`config.mk`:
```
export PLATFORM = sky130hd
export DESIGN_NAME = bit_deserializer
export DESIGN_NICKNAME = d
export VERILOG_FILES = /design/src/rtl/bit_deserializer.sv
export SDC_FILE = /design/constraint.sdc
export NUM_CORES = 1
export LEC_CHECK = 0
export CAP_MARGIN = 15
export CORE_MARGIN = 2
export CORE_UTILIZATION = 40
export DETAILED_ROUTE_END_ITERATION = 6
export PLACE_DENSITY_LB_ADDON = 0.05
export SKIP_CTS_REPAIR_TIMING = 1
export SLEW_MARGIN = 20
export SYNTH_ARGS = -nofsm -noshare
export SYNTH_HDL_FRONTEND = slang
export SYNTH_SLANG_ARGS = --single-unit
export TNS_END_PERCENT = 20
```
`constraint.sdc`:
```
create_clock -name clk -period 2.2 [get_ports clk]
set_input_delay 0.66 -clock clk [delete_from_list [all_inputs] [get_ports clk]]
set_output_delay 0.66 -clock clk [all_outputs]
set_load 0.01 [all_outputs]
```
`src/rtl/bit_deserializer.sv`:
```
// Serial-to-parallel receiver: packs qualified MSB-first bits into [f:k] words
// and presents each word on a one-entry valid/ready output buffer.
module bit_deserializer #(
   parameter int f = 7,
   parameter int k = 0
) (
   input  logic         clk,
   input  logic         rstn,
   input  logic         sin,
   input  logic         sin_valid,
   input  logic         sof,
   output logic [f:k]   dout,
   output logic         dout_valid,
   input  logic         dout_ready,
   output logic         overflow,
   input  logic         clr_ovf,
   output logic         busy
);

   localparam int unsigned W  = f - k + 1;
   localparam int unsigned CW = (W > 1) ? $clog2(W) : 1;

   logic [W-1:0]  shift_q;
   logic [W-1:0]  shift_d;
   logic [CW-1:0] cnt_q;
   logic [CW-1:0] cnt_d;
   logic          complete_c;
   logic          accept_c;
   logic          load_c;
   logic          drop_c;

   // Next shift/count state and the output-buffer decision for this cycle
   always_comb begin
      shift_d    = shift_q;
      cnt_d      = cnt_q;
      complete_c = 1'b0;
      if (sin_valid) begin
         if (sof) begin
            shift_d    = W'(sin);
            complete_c = (W == 1);
            cnt_d      = (W == 1) ? '0 : CW'(1);
         end else begin
            shift_d    = (shift_q << 1) | W'(sin);
            complete_c = (cnt_q == CW'(W - 1));
            cnt_d      = complete_c ? '0 : cnt_q + CW'(1);
         end
      end
      accept_c = dout_valid & dout_ready;
      load_c   = complete_c & (~dout_valid | dout_ready);
      drop_c   = complete_c & ~load_c;
   end

   always_ff @(posedge clk) begin
      if (!rstn) begin
         shift_q    <= '0;
         cnt_q      <= '0;
         busy       <= 1'b0;
         dout       <= '0;
         dout_valid <= 1'b0;
         overflow   <= 1'b0;
      end else begin
         shift_q <= shift_d;
         cnt_q   <= cnt_d;
         busy    <= (cnt_d != '0);
         if (load_c) begin
            dout       <= shift_d;
            dout_valid <= 1'b1;
         end else if (accept_c) begin
            dout_valid <= 1'b0;
         end
         // A drop in the same cycle as a clear keeps the flag set
         if (drop_c)
            overflow <= 1'b1;
         else if (clr_ovf)
            overflow <= 1'b0;
      end
   end

endmodule

```
* Word level (Yosys, flattened, before mapping)
Index checks and enable logic that the tools add are counted.
** Word-level totals
- Register bits after elaboration :: 22
- Latch bits :: 0
- Bits in writable memories :: 0
- Memory bits (read-only) :: 0
- Input bits :: 7
- Output and inout bits :: 11
- Memories kept :: 0
** Cells by class
- $add $sub $neg :: 1
- Multipliers :: 0
- Div/mod/pow operators :: 0
- Order comparisons :: 0
- Equal/unequal tests :: 1
- Shifts and indexed selects :: 0
- Muxes and demuxes :: 11
- Bitwise logic cells :: 7
- Reduce and logical (&&, ||, !) cells :: 3
** Operator list (count)
- $mux W8 :: 2
- $mux W3 :: 3
- $or A8 B1 Y8 :: 1
- $mux W1 :: 6
- $reduce_bool A2 Y1 :: 2
- $add A3 B1 Y3 const B :: 1
- $and A1 B1 Y1 :: 3
- $eq A3 B3 Y1 const B :: 1
- $reduce_bool A3 Y1 :: 1
- $not A1 Y1 :: 2
- $or A1 B1 Y1 :: 1

* Depth between registers and ports, before layout
- Word-level depth :: 7
- Gate-level depth with buffers :: 6
- Gate-level depth less buffers :: 5

* Worst setup path before layout
Ideal clock, no wire load.
- Path kind :: input port to flip-flop
- Start point :: in sof
- End point :: reg dout[0] in the netlist's numbering
- Setup time :: 0.121 ns
- Arrival time :: 1.407 ns
- Data required time :: 2.079 ns
- Setup slack :: 0.672 ns
- Stages on the path :: 4
- Path buffers :: 1
- Cell sequence :: nand3b_1 -> nor2b_2 -> buf_6 -> mux2_4
** On the way
- Longest elaborated chain between the ends :: 3
** RTL lines
- start: declaration :: RTL line 11 : input logic sof,
- $mux W1 :: RTL line 38 : if (sof) begin
- $mux W1 :: RTL line 37 : if (sin_valid) begin
- $and A1 B1 Y1 :: RTL line 49 : load_c = complete_c & (~dout_valid | dout_ready);
- end signal: assignment :: RTL line 66 : dout <= shift_d;
- end: declaration :: RTL line 12 : output logic [f:k] dout,
Several ways; a longest one is shown, not always the timed one.
A chain may end at the register's enable or synchronous reset.

* Worst setup path after layout
- Start point :: reg dout[0] in the netlist's numbering
- End point :: out dout[0] in the netlist's numbering
No word-level cell between the ends.

==> impl_summary.txt <==
----------------------------------------------------
[Pwr]
  Power Dens Cells ... 575.4 nW/um^2
  Maximum vdd ir drop ... between 300 and 400 uV
  Pleak ... 0.0004103 uW
  Overall power consumption ... 622.8 uW

[Die]
  Starting utilization of the core area ... 43.18%
  # IOs ... 18
  Area of the core region ... about 2000 um^2
  Site row count ... 16
  Die width ... 50.26 um
  Die height ... 50.26 um
  Area of the die ... 2526 um^2

[CTS]
  CTS Buf Count ... 3
  Root buffer cell ... clkbuf_4
  Maximum level of the CTS H-tree ... 1
  Clock transition at the register clock pins on the worst setup and hold paths after CTS ... 0.11 ns
  TritonCTS clock tree ... yes
  Sinks on the clock net ... 21
  Longest Clk Path Bufs ... 2
  Clk Latency, worst-skew pair ... 0.31 ns

[Yosys]
  Synthesized area per cell ... 9.509 um^2
  Most area-consuming cells after synthesis ... dfxtp_1, mux2i_1, nand2_1
  Async set or reset register ratio after synthesis ... 0%
  FF+latch count, synth ... 21
  Instance count of the mapped netlist ... 90
  Yosys synthesis warning count ... 0
  Sequential fraction of the synthesis area ... 49.12%
  Leading register cell type out of synthesis ... dfxtp_1
  Area fraction of the dominant cell type after synthesis ... 49.12%
  Synthesized area ... 855.8 um^2
  Distinct cell type count after synthesis ... 26
  Cell accounting for the most synthesized area ... dfxtp_1
  Mapped Nets ... 99
  Number of flops mapped to enable cells by yosys ... 0

[Setup path]
  Maximum net fanout on the critical path ... 2
  Arrival time worst endpoint ... 1.21 ns
  Slowest stage delay, CP ... 0.55 ns
  CP endpoint kind ... output port
  Startpoint type of the worst setup path ... register
  CP bufs+invs ... 1
  Dominant delay contributor by cell family on the critical path ... buffers and inverters
  Crit-path slowest cell ... clkdlybuf4s50_1
  Category of the most critical setup path ... reg -> out
  Crit-path cells ... clkdlybuf4s50_1
  Worst EP required ... 1.54 ns

[Routing]
  Total number of vias ... 650
  DR DRC count ... 0
  Routed length per placed instance ... 11.18 um
  Detailed Routing Iterations Pass 1 ... 4
  Via/cell ratio ... around 4.7
  Count of routing violations after the opening detailed-route iteration ... 6
  Number of routed nets with antenna violations ... 0
  DRT Wirelength ... 1.531 mm

[Placement]
  Final Wtd Congestion ... about 0.8
  Number of I/O port buffers ... 17
  Worst slack, placed ... ~0.12 ns
  Final HPWL DP ... 1.117 mm
  Post-DP Area ... approximately 1100 um^2

[Timing]
  Actual slew at the worst max-slew pin ... 0.2387 ns
  Setup repair after global routing missed its margin ... no
  Slew HR ... 84.04%
  Final-report setup violation count ... 0
  Final Hold Slack ... approximately 0.47 ns
  Number of max-slew violations in the final report ... 0
  Clock Skews ... 0.001372 ns
  Setup TNS ... 0 ns
  Post-layout min period ... about 1.9 ns
  Final period util ... between 80% and 90%
  Final hold vios ... 0
  Highest achievable clock rate ... between 500 and 600 MHz
  Final worst-path setup slack ... 0.3301 ns

[Layout]
  Share of cells above drive strength 1 ... 10.00%
  Diode insertion count for antenna repair ... 0
  Number of inserted filler cells in the final layout ... 183
  Area overhead of the layout relative to synthesis ... 26.46%
  Cell area after layout ... 1082 um^2
  # nets final ... 120

[GRT]
  Initial antenna violation count ... 0
  Grt ovf ... 0
  GR Util All Layers ... between 10% and 20%
  Pin count of the biggest net entering global routing ... 15
  Vias in the first global route ... 613
  Wire length of the first global-routing pass ... 2.628 mm

[Run status]
  Outcome ... finished clean

[Run]
  MaxCap Viol Count ... 0

[Hold path]
  Type of the most critical hold path ... reg -> reg

----------------------------------------------------
registers in the layout, indices dropped and copies added, names as in the netlist:
name / cells
busy: 1
cnt_q: 3
dout: 8
dout_valid: 1
overflow: 1
shift_q: 7
metal layers:
layer | part of all wire, % | up-vias | routed length, um | GRT usage [%]
li1 | - | 338 | - | -
met1 | 49 | 297 | 756 | 18.16
met2 | 43 | 10 | 651 | 19.74
met3 | 4.6 | 5 | 71 | 4.464
met4 | 3.3 | 0 | 51 | 9.722
met5 | 0 | - | 0 | 0
synthesized netlist by cell type, drive strengths merged (2+ instances only):
| cell type | instances |
|---|---|
| dfxtp | 21 |
| nand2 | 15 |
| a21oi | 8 |
| mux2i | 8 |
| nor2 | 6 |
| nor2b | 6 |
| buf | 4 |
| nand3b | 4 |
| nand2b | 3 |
| ha | 2 |
| inv | 2 |
final cells by class:
type / count / area, um^2 / area share [%]
flip-flops and latches: 21 / 420.4 / 38.84
clock buffers: 4 / 26.28 / 2.428
inverters: 2 / 7.507 / 0.6936
well taps: 27 / 33.78 / 3.121
multi-input cells: 62 / 394.1 / 36.42
repair buffers: 21 / 200.2 / 18.50
stage by stage:
step / instances / util, %
final: 137 / 54.61
after global routing: 137 / 54.61
after global placement: 133 / 53.28
after detailed placement: 133 / 53.28
after CTS: 137 / 54.61
after floorplan: 90 / -
worst paths after layout:
check / cells past startpoint / slack [ns] / endpoint / start
worst max register to register: 6 / 0.74 / dout[7] / cnt_q[0]
worst min-delay path: 2 / 0.47 / dout[6] / dout[6]
worst min register to register: 2 / 0.47 / dout[6] / dout[6]
worst max-delay path: 1 / 0.33 / dout[0] / dout[0]
kinds of logic after synthesis:
kind of cell / share of synthesized area (%)
buffers and inverters: 4.823
AO/OA/AOI/OAI: 7.164
adder cells (fa/ha/maj): 2.924
AND/OR/NAND/NOR: 24.85
multiplexers: 11.11
flip-flops: 49.12
power by group:
part,total [uW],internal (uW),switching [uW]
Sequential,389,386,3.03
Clock,188,71.0,117
Combinational,45.6,24.8,20.8
cells in the final DEF, fill, tap and decap left out, drive strengths merged:
| cell type | n |
|---|---|
| and3b | 1 |
| mux2 | 1 |
| and2b | 1 |
| and2 | 1 |
| or2 | 1 |
| inv | 2 |
| dfxtp | 21 |
| o21ai | 1 |
| o21a | 1 |
| mux2i | 8 |
| clkbuf | 4 |
| nand4bb | 1 |
| a21oi | 8 |
| nand3b | 4 |
| nand3 | 1 |
| clkdlybuf4s50 | 17 |
| nand2 | 15 |
| nor2 | 6 |
| nand2b | 3 |
| a2bb2oi | 1 |
| buf | 4 |
| nor2b | 6 |
| ha | 2 |
No activity file was read; power rests on OpenSTA's default activity.
